[src/rtl/pcap_stream_widener.sv]
// pcap_stream_widener: packs the pcap parser byte stream into DATA_BYTES-wide words
// with sop/eop/keep framing, buffers them in a show-ahead FIFO and pauses the parser
// when the FIFO runs low on space.
// Optional statistics outputs (stat_pkts, stat_lastlen) are built when the macro
// PCAP_WIDENER_STATS_EN is defined.
module pcap_stream_widener #(
    parameter int DATA_BYTES  = 4,
    parameter int FIFO_DEPTH  = 8,
    parameter int PAUSE_SLACK = 2
) (
    input  logic                    CLOCK,
    input  logic                    RESET_N,
    input  logic                    in_valid,
    input  logic [7:0]              in_data,
    input  logic [7:0]              in_pktcount,
    input  logic                    in_finished,
    output logic                    in_pause,
    output logic                    out_valid,
    input  logic                    out_ready,
    output logic [8*DATA_BYTES-1:0] out_data,
    output logic [DATA_BYTES-1:0]   out_keep,
    output logic                    out_sop,
    output logic                    out_eop,
    output logic                    overflow,
    output logic                    flush_done
`ifdef PCAP_WIDENER_STATS_EN
    ,
    output logic [15:0]             stat_pkts,
    output logic [15:0]             stat_lastlen
`endif
);

    localparam int DW = 8 * DATA_BYTES;
    localparam int AW = $clog2(FIFO_DEPTH);
    localparam int CW = AW + 1;
    localparam int NW = $clog2(DATA_BYTES + 1);
    localparam int EW = DW + DATA_BYTES + 2;

    typedef enum logic [1:0] {IDLE, ACC, FLUSH, DONE} state_t;

    // Byte mask with the lowest n lanes set.
    function automatic logic [DATA_BYTES-1:0] keep_mask(input logic [NW-1:0] n);
        logic [DATA_BYTES-1:0] m;
        m = '0;
        for (int k = 0; k < DATA_BYTES; k++) begin
            if (k < int'(n)) m[k] = 1'b1;
        end
        return m;
    endfunction

    state_t              state_q, state_d;
    logic [DW-1:0]       acc_q, acc_d;
    logic [NW-1:0]       cnt_q, cnt_d;
    logic                acc_sop_q, acc_sop_d;
    logic [7:0]          last_pkt_q, last_pkt_d;
    logic                overflow_q, overflow_d;
    logic                in_pause_q, in_pause_d;
    logic [AW-1:0]       wr_ptr_q, wr_ptr_d, rd_ptr_q, rd_ptr_d;
    logic [CW-1:0]       count_q, count_d;
    logic [EW-1:0]       mem_q [FIFO_DEPTH];

    logic                acc_byte, boundary, full, pop, room;
    logic                wr_req, wr_en, wr_eop;
    logic [DATA_BYTES-1:0] wr_keep;
    logic [EW-1:0]       wr_entry, head;

    assign acc_byte = in_valid & ~in_finished & ((state_q == IDLE) | (state_q == ACC));
    assign boundary = (in_pktcount != last_pkt_q) | (state_q == IDLE);
    assign out_valid = (count_q != '0);
    assign full     = (count_q == CW'(FIFO_DEPTH));
    assign pop      = out_valid & out_ready;
    assign room     = ~full | pop;
    assign wr_entry = {acc_sop_q, wr_eop, wr_keep, acc_q};
    assign head     = mem_q[rd_ptr_q];

    // Framing FSM and accumulator: decides which word, if any, is written this cycle.
    always_comb begin
        state_d    = state_q;
        acc_d      = acc_q;
        cnt_d      = cnt_q;
        acc_sop_d  = acc_sop_q;
        last_pkt_d = last_pkt_q;
        overflow_d = overflow_q;
        wr_req     = 1'b0;
        wr_en      = 1'b0;
        wr_eop     = 1'b0;
        wr_keep    = '0;
        case (state_q)
            IDLE, ACC: begin
                if (in_finished) begin
                    state_d = (state_q == IDLE) ? DONE : FLUSH;
                end else if (acc_byte) begin
                    state_d    = ACC;
                    last_pkt_d = in_pktcount;
                    if (boundary && cnt_q != '0) begin
                        wr_req    = 1'b1;
                        wr_keep   = keep_mask(cnt_q);
                        wr_eop    = 1'b1;
                        acc_d     = '0;
                        acc_d[7:0] = in_data;
                        cnt_d     = NW'(1);
                        acc_sop_d = 1'b1;
                    end else if (!boundary && cnt_q == NW'(DATA_BYTES)) begin
                        wr_req    = 1'b1;
                        wr_keep   = '1;
                        acc_d     = '0;
                        acc_d[7:0] = in_data;
                        cnt_d     = NW'(1);
                        acc_sop_d = 1'b0;
                    end else begin
                        for (int k = 0; k < DATA_BYTES; k++) begin
                            if (k == int'(cnt_q)) acc_d[8*k +: 8] = in_data;
                        end
                        cnt_d = cnt_q + NW'(1);
                        if (boundary) acc_sop_d = 1'b1;
                    end
                    // A refused write while accumulating loses the word.
                    wr_en = wr_req & room;
                    if (wr_req && !room) overflow_d = 1'b1;
                end
            end
            FLUSH: begin
                if (cnt_q != '0) begin
                    wr_req  = 1'b1;
                    wr_keep = keep_mask(cnt_q);
                    wr_eop  = 1'b1;
                    if (room) begin
                        wr_en   = 1'b1;
                        cnt_d   = '0;
                        state_d = DONE;
                    end
                end else begin
                    state_d = DONE;
                end
            end
            default: ;
        endcase
    end

    // FIFO pointer/occupancy bookkeeping and the pause threshold.
    always_comb begin
        wr_ptr_d = wr_en ? wr_ptr_q + AW'(1) : wr_ptr_q;
        rd_ptr_d = pop ? rd_ptr_q + AW'(1) : rd_ptr_q;
        case ({wr_en, pop})
            2'b10:   count_d = count_q + CW'(1);
            2'b01:   count_d = count_q - CW'(1);
            default: count_d = count_q;
        endcase
        in_pause_d = ((FIFO_DEPTH - int'(count_d)) <= PAUSE_SLACK);
    end

    // Control and accumulator state.
    always_ff @(posedge CLOCK or negedge RESET_N) begin
        if (!RESET_N) begin
            state_q    <= IDLE;
            acc_q      <= '0;
            cnt_q      <= '0;
            acc_sop_q  <= 1'b0;
            last_pkt_q <= '0;
            overflow_q <= 1'b0;
            in_pause_q <= 1'b0;
            wr_ptr_q   <= '0;
            rd_ptr_q   <= '0;
            count_q    <= '0;
        end else begin
            state_q    <= state_d;
            acc_q      <= acc_d;
            cnt_q      <= cnt_d;
            acc_sop_q  <= acc_sop_d;
            last_pkt_q <= last_pkt_d;
            overflow_q <= overflow_d;
            in_pause_q <= in_pause_d;
            wr_ptr_q   <= wr_ptr_d;
            rd_ptr_q   <= rd_ptr_d;
            count_q    <= count_d;
        end
    end

    // FIFO storage; contents are discarded on reset by clearing the pointers.
    always_ff @(posedge CLOCK) begin
        if (wr_en) mem_q[wr_ptr_q] <= wr_entry;
    end

    assign out_data   = out_valid ? head[DW-1:0] : '0;
    assign out_keep   = out_valid ? head[DW +: DATA_BYTES] : '0;
    assign out_eop    = out_valid & head[DW+DATA_BYTES];
    assign out_sop    = out_valid & head[DW+DATA_BYTES+1];
    assign overflow   = overflow_q;
    assign in_pause   = in_pause_q;
    assign flush_done = (state_q == DONE);

`ifdef PCAP_WIDENER_STATS_EN
    function automatic logic [15:0] sat_inc16(input logic [15:0] v);
        return (v == 16'hFFFF) ? v : v + 16'd1;
    endfunction

    logic [15:0] pkt_len_q, pkt_len_d;
    logic [15:0] stat_pkts_q, stat_pkts_d;
    logic [15:0] stat_lastlen_q, stat_lastlen_d;

    // Packet length tracking and per-EOP statistics.
    always_comb begin
        pkt_len_d      = pkt_len_q;
        stat_pkts_d    = stat_pkts_q;
        stat_lastlen_d = stat_lastlen_q;
        if (acc_byte) pkt_len_d = boundary ? 16'd1 : sat_inc16(pkt_len_q);
        if (wr_en && wr_eop) begin
            stat_pkts_d    = sat_inc16(stat_pkts_q);
            stat_lastlen_d = pkt_len_q;
        end
    end

    // Statistics registers.
    always_ff @(posedge CLOCK or negedge RESET_N) begin
        if (!RESET_N) begin
            pkt_len_q      <= '0;
            stat_pkts_q    <= '0;
            stat_lastlen_q <= '0;
        end else begin
            pkt_len_q      <= pkt_len_d;
            stat_pkts_q    <= stat_pkts_d;
            stat_lastlen_q <= stat_lastlen_d;
        end
    end

    assign stat_pkts    = stat_pkts_q;
    assign stat_lastlen = stat_lastlen_q;
`endif

endmodule

[config.mk]
export PLATFORM = sky130hd
export DESIGN_NAME = pcap_stream_widener
export DESIGN_NICKNAME = d
export VERILOG_FILES = /design/src/rtl/pcap_stream_widener.sv
export SDC_FILE = /design/constraint.sdc
export NUM_CORES = 1
export LEC_CHECK = 0
export BUFFER_PORTS_ARGS = -buffer_cell sky130_fd_sc_hd__buf_2
export CORE_MARGIN = 5
export CORE_UTILIZATION = 55
export CTS_CLUSTER_DIAMETER = 100
export CTS_CLUSTER_SIZE = 12
export DETAILED_ROUTE_END_ITERATION = 8
export GPL_TIMING_DRIVEN = 0
export PLACE_DENSITY = 0.75
export SLEW_MARGIN = 20
export SYNTH_ARGS = -nofsm -noshare
export SYNTH_HDL_FRONTEND = slang
export SYNTH_SLANG_ARGS = --single-unit
[constraint.sdc]
create_clock -name CLOCK -period 5.5 [get_ports CLOCK]
set_input_delay 0 -clock CLOCK [delete_from_list [all_inputs] [get_ports CLOCK]]
set_output_delay 0 -clock CLOCK [all_outputs]
set_load 0.02 [all_outputs]
# After elaboration in Yosys (flattened, before gate mapping)
# Memory sizes are Yosys's and may differ from the RTL's.
# Cells that the tools add are included.
# op_classes
magnitude_cmp	5
n_addsub	6
bitwise	11
eq_ne	17
n_reduce_logical	25
n_mux	52
# op_table
op	n
32-bit 2-to-1 mux	3
8-bit 2-to-1 mux	4
4-bit 2-to-1 mux	6
4-bit AND reduction	6
1-bit 2-to-1 mux	23
3-bit 2-to-1 mux	6
3-bit nonzero test	6
4-bit one-hot mux with 2 select lines	2
3-bit by 1-bit adder with 3-bit output (second input constant)	3
2-bit 2-to-1 mux	4
2-bit != test (second input constant)	4
8-bit != test	1
1-bit AND	6
2-bit equality test (second input constant)	3
3-bit equality test (first input constant)	2
1-bit by 3-bit < comparator with 1-bit output (first input constant)	2
2-bit by 3-bit < comparator with 1-bit output (first input constant)	2
3-bit != test (second input constant)	2
3-bit one-hot mux with 2 select lines	1
3-bit AND reduction	2
5-bit by 3-bit <= comparator with 1-bit output (second input constant)	1
5-bit AND reduction	1
4-bit by 4-bit subtractor with 5-bit output (first input constant)	1
4-bit by 1-bit adder with 4-bit output (second input constant)	1
16 further kinds	24
# totals
ff_bits	58
ram_bits	304
wordCells	130
n_memories	1
inputBits	21
# mem_list
memory	words	width	read_ports	rd_ports_with_merged_regs	write_ports	line	rtl
mem_q	8	38	1	0	1	60	logic [EW-1:0] mem_q [FIFO_DEPTH];

# Logic depth before layout (Yosys ltp)
# logic_depth
ltp_word	17
depth_mapped	15
depth_no_buf	15

# Worst setup path after synthesis
# Ideal clock, no wire load.
# synth_timing
path_kind	reg2reg
startpoint	register cnt_q[0]
endpoint	memory mem_q[0][0] in the netlist's numbering (enable)
path_stages_with_launch	7
arrival_ps	5080
slack_ps	-108
t_required_ps	4972
n_path_buf	0
path_cell_list	dfrtp_1 -> inv_1 -> ha_1 -> nor2b_1 -> a31oi_1 -> o21ai_4 -> nor4_1
# synth_between
elab_chain_len	13
word_cells_on_any_way	16
classes_between	eq/ne: 1; mux: 11; bitwise: 1; reduce/logical: 3
# synth_lines
item	line	rtl
start, declared	53	logic [NW-1:0] cnt_q, cnt_d;
start signal, assigned	168	cnt_q <= cnt_d;
3-bit equality test	103	end else if (!boundary && cnt_q == NW'(DATA_BYTES)) begin
1-bit logical AND	103	
1-bit 2-to-1 mux	103	
1-bit 2-to-1 mux	95	if (boundary && cnt_q != '0) begin
1-bit 2-to-1 mux	92	end else if (acc_byte) begin
1-bit 2-to-1 mux	90	if (in_finished) begin
1-bit 2-to-1 mux	88	case (state_q)
1-bit AND	118	wr_en = wr_req & room;
1-bit 2-to-1 mux	92	
1-bit 2-to-1 mux	90	
1-bit one-hot mux with 2 select lines (*)	88	
1-bit 2-to-1 mux (*)	181	if (wr_en) mem_q[wr_ptr_q] <= wr_entry;
1-bit 2-to-1 mux (not written as such) (*)	181	
end, declared	60	
# Every way passes the cells marked *; elsewhere a longest branch is shown, timed or not. The select of a mux whose other input is x is not followed.

# Final worst setup path
# layout_timing
startpoint	register count_q[1]
endpoint	register in_pause_q, in the netlist in_pause
# layout_between
elab_chain_len	11
word_cells_on_any_way	18
classes_between	add/sub: 3; order compare: 1; eq/ne: 3; mux: 6; bitwise: 4; reduce/logical: 1
# layout_lines
item	line	rtl
start, declared	59	logic [CW-1:0] count_q, count_d;
start signal, assigned	175	count_q <= count_d;
4-bit nonzero test (*)	69	assign out_valid = (count_q != '0);
1-bit AND (*)	71	assign pop = out_valid & out_ready;
via pop	62	logic acc_byte, boundary, full, pop, room;
1-bit OR	72	assign room = ~full | pop;
1-bit AND	118	
1-bit 2-to-1 mux	92	
1-bit 2-to-1 mux	90	
1-bit one-hot mux with 2 select lines	88	
2-bit by 1-bit equality test with 1-bit output or 2-bit equality test (tied branches)	144	case ({wr_en, pop})
4-bit one-hot mux with 2 select lines (*)	144	
via count_d[2]	59	
4-bit by 4-bit subtractor with 5-bit output (*)	149	in_pause_d = ((FIFO_DEPTH - int'(count_d)) <= PAUSE_SLACK);
5-bit by 3-bit <= comparator with 1-bit output (*)	149	
via in_pause_d	57	logic in_pause_q, in_pause_d;
end signal, assigned	172	in_pause_q <= in_pause_d;
end, declared	57	
# Mark *: on every way through the listed nets, which the timed path passes. The rest lies on a longest branch.
# A chain may end at the register's enable or synchronous reset.

==> results.txt <==
sequential cell fraction of total power: 41.6%
final non-filler cell area: 16800 um2
total negative slack: 0 ns
DP HPWL: 19100 um
Pleak: 5.96 nW
vias in the first global route: 7790
sequential cell area fraction in the yosys report: 73.6%
Vias/cell: 5.79
Clock Power Share: 29.9%
wire length of the first global-routing pass: 45900 um
max_cap viols: 0
Mapped Cells: 781
WS Path Type: flop to flop
Die Wd: 172 um
TritonCTS clock tree: yes
Via Count: 7485
max-slew violation count: 0
largest net degree at the start of global routing: 59
Netlist cell types: 42
Synth Net Count: 814
syn avg cell area: 18.4 um2
met2 Resource Use GR: 34.6%
Max Freq: 256 MHz
Final nets: 965
Post-synth EDFFs: 304
Pre-Repair DR Iteration Count: 4
area leader, netlist: edfxtp_1
Slew @ Worst Pin: 1.05 ns
worst slack at placement: 1.81 ns
register bit total from synthesis: 362
met3 Use GR: 3.86%
RSZ-0062 raised after global routing: false
Final Setup Violations: 0
PwrDens: 440 nW/um2
n_diodes: 0
CP Capture Type: flop
grt ovf: 0
1st-iter DRT viols: 753
switching portion of total power: 30.0%
Critical Path RT: 5.89 ns
asr flop ratio synth: 16.0%
Initial Util: 55.4%
Num CTS Buffers: 36
status: completed
Internal: 5.16 mW
count leader, synth: edfxtp_1
Port Buffers: 62
H-tree levels: 2
gr usage total: 21.0%
synth cell count leaders: 304 x edfxtp_1, 76 x mux4_2, 69 x nand2_1, 58 x dfrtp_1, 58 x nor2_1
Tot Pwr: 7.38 mW
share of layout cells above drive strength 1: 25.4%
wire per inst: 23.0 um
met1 usage: 29.4%
min cycle time layout: 3.91 ns
GPL Wtd Cong: 0.760
global routing's busiest layer: met2
relative slew slack: 29.8%
clk_skew: 0.0163 ns
power share of the combinational group: 28.5%
# DRC: 0
Final WS setup: 1.59 ns
final worst path period share: 71.0%
Worst Path Arrival: 4.29 ns
worst skew pair latency: 0.51 ns
root buf cell: clkbuf_16
area grow syn2layout: 16.8%
Reg clk slew, reported paths: 0.06 ns
top cells by area, synth: edfxtp_1 64%, mux4_2 12%, dfrtp_1 10%, mux2i_1 2.9%, nand2_1 1.8%
area share of the largest cell type after synthesis: 63.5%
Setup crit start kind: flop
initial antenna violation count: 0
# rows: 59
Sink Count: 362
Final Hold Vio Count: 0
Worst VDD drop: 0.320 mV
I/O pins: 63
routed wire length: 29800 um
core area: 25900 um2
WHS: 0.102 ns
Die Ht: 172 um
Post-Place Cell Area: 15500 um2
Hold WC Path Type: primary input to async pin
crit path max fanout: 6
Post-Syn Area: 14400 um2
CTS resizes: 0
post-route ant nets: 0
Yosys Warn Count: 0
Sw Pwr: 2.22 mW
Primary FF master, synth: edfxtp_1
FF-to-FF path depth: 12
maximum root-to-sink buffer count: 3
Die ar.: 29500 um2
==> power groups by stage <==
stage	Sequential, mW	Clock [mW]	Combinational, mW
2_1_floorplan	3.11	0	1.52
3_3_place_gp	3.12	0	2.12
3_5_place_dp	3.13	0	2.14
4_1_cts	3.07	2.24	2.16
5_1_grt	3.08	2.36	2.30
6_report	3.07	2.21	2.10
==> state kept, by name, summed over array words and instances, names as in the netlist <==
name	cells
wr_ptr_q	3
cnt_q	3
state_q	2
count_q	4
acc_sop_q	1
in_pause	1
overflow	1
rd_ptr_q	3
last_pkt_q	8
acc_q	32
mem_q	304
==> final timing paths <==
| check | start | endpoint | slack, ns |
|---|---|---|---|
| setup reg to reg | count_q[1] | in_pause | 1.59 |
| min in group CLOCK | in_pktcount[1] | last_pkt_q[1] | 0.26 |
| hold / removal | RESET_N | in_pause | 0.10 |
| setup / recovery | count_q[1] | in_pause | 1.59 |
| max in group asynchronous | RESET_N | acc_q[19] | 4.83 |
| hold reg to reg | overflow | overflow | 0.45 |
==> critical path, cell delays in order (launching register included) <==
cell	delay, ns
dfrtp_1	0.44
or2_0	0.25
nor3_1	0.81
nor2_1	0.35
ha_1	0.38
xor2_1	0.19
ha_1	0.19
a21oi_1	0.16
mux2i_1	0.25
xnor2_1	0.21
or2_2	0.17
mux2i_1	0.06
a221o_1	0.34
==> cells in the final DEF (no fill, tap or decap), types with 2 or more instances in the layout <==
cell type      count
a21oi_1           33
and2_1             2
buf_1              3
buf_16             6
buf_2             70
buf_4             19
buf_6              7
clkbuf_1          49
clkbuf_16         37
dfrtp_1           58
dlygate4sd3_1     20
edfxtp_1         304
ha_1              12
inv_1             10
mux2_4             9
mux2i_1           41
mux4_2            76
nand2_1           69
nand2b_1           4
nand3_1           16
nor2_1            55
nor2_4             3
nor2b_1            4
nor3_1             5
nor3_2             5
o211ai_1           2
o21ai_0            3
xnor2_1            5
xor2_1             9
==> layout make-up <==
class	count	area, um2
inverters	10	37.5
clock buffers	63	1020
fillers	1719	9140
multi-input cells	372	3650
plain buffers	37	159
flip-flops and latches	362	10600
repair buffers	113	896
clock inverters	1	11.3
well taps	335	419
==> cells by family (layout without fill, tap and decap cells) <==
group	Yosys count	in the layout	share of synthesized area, %
buffers and inverters	47	224	1.36
muxes	127	127	15.8
adders and majority gates	12	12	1.05
AOI/OAI and AO/OA	49	49	2.23
DFF	362	362	73.6
and+or+nand+nor	170	170	5.08
xor gates and xnor gates	14	14	0.854
==> layer usage <==
metal  share of wire [%]  vias to the layer above  wire length, um
met1                  42                     3829            12500
met2                  50                      261            14800
met5                   0                        -                0
met3                 6.3                       55             1870
li1                    -                     3340                -
met4                 2.3                        0              693
==> per-stage QoR <==
| stage | cells | utilization [%] |
|---|---|---|
| 4_1_cts | 1293 | 64.7 |
| 2_1_floorplan | 781 | - |
| 6_report | 1293 | 64.7 |
| 3_5_place_dp | 1209 | 60.0 |
| 5_1_grt | 1293 | 64.7 |
| 3_3_place_gp | 1178 | 58.3 |
==> what timing repair did <==
item,CTS,global route
endpoints found under the hold margin,105,0
hold buffers,20,0
setup buffers,0,0
Note: power is estimated with default switching activity, not from simulation.
